==> src/rtl/div_defs_pkg.sv <==
// Shared definitions for the sequential divider: FSM state encoding and the
// bit-counter width helper.
package div_defs;

  typedef enum logic [1:0] {
    S_IDLE = 2'd0,
    S_CALC = 2'd1,
    S_DONE = 2'd2
  } state_t;

  localparam int DIV_SIZE = 8;

  // The counter must hold SIZE itself, hence SIZE+1 distinct values.
  function automatic int cnt_width(input int size);
    return $clog2(size + 1);
  endfunction

  localparam int CNT_W = cnt_width(DIV_SIZE);

endpackage

==> src/rtl/div_step.sv <==
// One restoring-division iteration: shift in the next dividend bit, trial
// subtract the divisor, and keep the difference only when it does not borrow.
module div_step #(
  parameter int SIZE = 8
) (
  input  logic [SIZE-1:0] rem,
  input  logic            quot_msb,
  input  logic [SIZE-1:0] divisor,
  output logic [SIZE-1:0] rem_next,
  output logic            q_bit
);

  logic [SIZE:0]   shifted;
  logic [SIZE+1:0] trial;

  // rem < divisor on entry, so shifted < 2*divisor fits SIZE+1 bits; the
  // extra top bit of trial is only the borrow.
  assign shifted  = {rem, quot_msb};
  assign trial    = {1'b0, shifted} - {2'b00, divisor};
  assign q_bit    = ~trial[SIZE+1];
  assign rem_next = q_bit ? SIZE'(trial) : SIZE'(shifted);

endmodule

==> src/rtl/div8.sv <==
// Sequential restoring divider: one quotient bit per clock, quotient and
// remainder presented with a one-cycle done strobe.
module div8
  import div_defs::*;
#(
  parameter int SIZE = DIV_SIZE
) (
  input  logic            clk,
  input  logic            reset,
  input  logic            start,
  input  logic [SIZE-1:0] dividend,
  input  logic [SIZE-1:0] divisor,
  output logic [SIZE-1:0] quot,
  output logic [SIZE-1:0] rem,
  output logic            busy,
  output logic            done,
  output logic            div_by_zero
);

  localparam int CW = cnt_width(SIZE);

  state_t          state, state_next;
  logic [CW-1:0]   cnt;
  logic [SIZE-1:0] divisor_r;
  logic [SIZE-1:0] rem_next;
  logic            q_bit;

  div_step #(.SIZE(SIZE)) u_step (
    .rem      (rem),
    .quot_msb (quot[SIZE-1]),
    .divisor  (divisor_r),
    .rem_next (rem_next),
    .q_bit    (q_bit)
  );

  always_ff @(posedge clk or posedge reset) begin
    if (reset) state <= S_IDLE;
    else       state <= state_next;
  end

  always_comb begin
    state_next = state;
    case (state)
      S_IDLE: if (start) state_next = (divisor == '0) ? S_DONE : S_CALC;
      S_CALC: if (cnt == CW'(1)) state_next = S_DONE;
      S_DONE: state_next = S_IDLE;
      default: state_next = S_IDLE;
    endcase
  end

  // quot doubles as the dividend shift register: its MSB feeds each step and
  // the new quotient bit enters at the LSB.
  always_ff @(posedge clk or posedge reset) begin
    if (reset) begin
      quot        <= '0;
      rem         <= '0;
      cnt         <= '0;
      divisor_r   <= '0;
      div_by_zero <= 1'b0;
    end else if (state == S_IDLE && start) begin
      if (divisor != '0) begin
        quot        <= dividend;
        rem         <= '0;
        cnt         <= CW'(SIZE);
        divisor_r   <= divisor;
        div_by_zero <= 1'b0;
      end else begin
        quot        <= '1;
        rem         <= dividend;
        div_by_zero <= 1'b1;
      end
    end else if (state == S_CALC) begin
      quot <= {quot[SIZE-2:0], q_bit};
      rem  <= rem_next;
      cnt  <= cnt - CW'(1);
    end
  end

  assign busy = (state != S_IDLE);
  assign done = (state == S_DONE);

endmodule

==> config.mk <==
export PLATFORM = sky130hd
export DESIGN_NAME = div8
export DESIGN_NICKNAME = d
export VERILOG_FILES = /design/src/rtl/div_defs_pkg.sv /design/src/rtl/div_step.sv /design/src/rtl/div8.sv
export SDC_FILE = /design/constraint.sdc
export NUM_CORES = 1
export LEC_CHECK = 0
export ABC_AREA = 1
export CORE_ASPECT_RATIO = 1.2
export CORE_MARGIN = 5
export CORE_UTILIZATION = 40
export DETAILED_ROUTE_END_ITERATION = 8
export PLACE_DENSITY = 0.63
export SKIP_LAST_GASP = 1
export SYNTH_ARGS = -nofsm -noshare
export SYNTH_HDL_FRONTEND = slang
export SYNTH_HIERARCHICAL = 1
export SYNTH_SLANG_ARGS = --single-unit
==> constraint.sdc <==
create_clock -name clk -period 1.8 [get_ports clk]
set_input_delay 0.45 -clock clk [delete_from_list [all_inputs] [get_ports clk]]
set_output_delay 0.45 -clock clk [all_outputs]
set_load 0.03 [all_outputs]
==> run_results.csv <==
group,metric,value,unit
placed_design,place.gp.congestion,0.814,
floorplanning,fp.dieArea,7360,um2
yosys,syn_area,2300,um2
clocking,root_buffer,"clkbuf_8",
global_routing,grt_max_degree,32,
drt,drc,0,
sta,clock.fmax,574,MHz
global_routing,antenna_found_initial,0,
finish,area_delta_synth_final,37.0,%
floorplanning,initial_core_util,0.408,
yosys,avgSynthCellArea,7.48,um2
yosys,synth_cells,307,
clocking,cts.path.max_buffers,2,
finish,drive_gt1_frac,0.305,
yosys,synth_top_area_cell,"dfrtp_1",
sta,setup_viol,0,
global_routing,grt_first_pass_wirelength,10200,um
yosys,syn_nets,337,
clocking,insertion_delay,0.30,ns
clocking,cts_hold_buffers,0,
drt,wl_per_cell,13.4,um
yosys,ys_warn_count,6,
finish,nets,399,
yosys,yosys_register_bits,31,
global_routing,first_global_vias,2153,
worst_setup_path,crit_type,"reg2reg",
sta,relSlewSlack,0.721,
finish,final_core_util,0.559,
placed_design,dp.cells,422,
clocking,cts_tree,"built",
drt,num_vias,2119,
yosys,ys_types,33,
clocking,clkTransAtPathRegs,0.07,ns
yosys,synth_top_area_frac,0.338,
floorplanning,die_w,79.2,um
floorplanning,coreArea,5630,um2
sta,fin_tns_setup,0,ns
placed_design,detailed_place_hpwl,4310,um
sta,worst_slew_pin_slew,0.419,ns
sta,clock_skew,0.00765,ns
sta,min_period,1.74,ns
drt,drt-pass1-iter-count,4,
worst_setup_path,start_kind,"register",
floorplanning,pin_count,38,
worst_setup_path,endpoint_kind,"register",
sta,finalCritPeriodShare,0.968,
sta,rsz0062_at_grt,"yes",
yosys,yosys-top-cells-area,"dfrtp_1 34%, nand2_1 12%, nand3_1 7.8%, inv_1 7.4%, ha_1 5.4%",
clocking,h-tree-depth,2,
floorplanning,row_count,30,
placed_design,portBuffers,37,
worst_setup_path,crit_fanout,2,
flow_run,maxCapViolations,0,
global_routing,overflow,0,
clocking,clock_sinks,31,
finish,stdcell_count,434,
drt,finalWirelength,5810,um
clocking,numCtsBuffers,5,
worst_setup_path,cp.required,1.98,ns
global_routing,grtUsageTotal,0.174,
sta,hold_violations,0,
drt,drt_iter0_markers,113,
run_status,status,"complete, no violations",
sta,drv_slew,0,
floorplanning,die_h,93.0,um
drt,viasPerCell,4.88,
yosys,yosysSeqAreaShare,0.338,
drt,final_antenna_net_count,0,
worst_setup_path,worstPathArrival,1.92,ns
hold_path,min_path_type,"reg2reg",
finish,antennaDiodeCount,0,
[placed cells by master (no fill, tap or decap), drive strengths merged]
master,netlist,layout
o21a,1,1
clkdlybuf4s50,0,18
dfrtp,31,31
or2,18,18
xor2,1,1
o21ai,20,20
nand4,5,5
nor2,13,13
dlymetal6s2s,0,5
inv,55,55
dlygate4sd2,0,14
clkbuf,0,5
a21oi,14,14
clkinv,0,3
ha,10,10
nand2,81,81
buf,9,26
nand3,42,43
nand3b,3,3
fa,1,1
xnor2,3,3
[synth_stat cells, drive strengths merged]
master,instances
nand2,81
inv,55
nand3,42
dfrtp,31
o21ai,20
or2,18
a21oi,14
nor2,13
ha,10
buf,9
nand4,5
nand3b,3
xnor2,3
fa,1
o21a,1
xor2,1
[what timing repair did]
| action | 4_1_cts | 5_1_grt |
|---|---|---|
| pin swaps | 1 | 12 |
| buffers inserted | 0 | 3 |
| gates cloned | 1 | 0 |
| endpoints found under the hold margin | 0 | 0 |
| endpoints found under the setup margin | 18 | 14 |
| gates resized for setup | 14 | 38 |
[stage by stage]
step | hold WS (ns) | instance area, um2 | worst slack (ns)
after global placement | 0.459 | 2950 | -0.0308
after detailed placement | 0.458 | 2950 | -0.0321
final | 0.475 | 3150 | 0.0577
after CTS | 0.476 | 3020 | 0.00124
after floorplan | 0.442 | 2380 | 0.00678
after global routing | 0.529 | 3150 | -0.0458
[per-layer routing]
metal  share of wire  vias to the layer above  global-route usage
met5               0                        -                   0
met4           0.022                        0              0.0716
met3           0.032                       10              0.0270
met2            0.49                       33               0.292
met1            0.46                      976               0.223
li1                -                     1100                   -
[worst max-delay path: stages (launching register included)]
cell	delay, ns
dfrtp_1	0.41
ha_2	0.22
fa_2	0.34
inv_1	0.09
nand3_1	0.10
nand3_1	0.08
nand2_1	0.06
nand3_2	0.06
nand2_1	0.05
o21ai_1	0.14
a21oi_1	0.08
[worst paths after layout]
kind | from | end | slack, ns | cells past startpoint
worst max-delay path | divisor_r[0] | rem[6] | 0.06 | 10
worst min-delay path | divisor_r[5] | divisor_r[5] | 0.48 | 2
worst max register to register | divisor_r[0] | rem[6] | 0.06 | 10
worst min register to register | divisor_r[5] | divisor_r[5] | 0.48 | 2
max in group asynchronous | reset | rem[6] | 0.94 | 3
min in group asynchronous | reset | div_by_zero | 0.53 | 3
[final cells by class]
cell class,count,area [um2]
clock inverters,3,15.0
well taps,64,80.1
multi-input cells,213,1400
fillers,561,2480
repair buffers,63,586
clock buffers,5,68.8
inverters,55,209
flip-flops and latches,31,785
[flip-flops by register name (all words and copies together) (netlist names)]
signal,cells
divisor_r,8
quot,8
rem,8
cnt,4
state,2
div_by_zero,1
[kinds of logic after synthesis]
group,after synthesis,synth area share
XOR/XNOR,4,0.0153
flip-flops,31,0.338
AND/OR/NAND/NOR,162,0.367
adder cells (fa/ha/maj),11,0.0632
buffers and inverters,64,0.128
AO/OA/AOI/OAI,35,0.0888
Power is not shown: default switching activity piles up to over one toggle a cycle in this logic, so the estimate is an artifact.
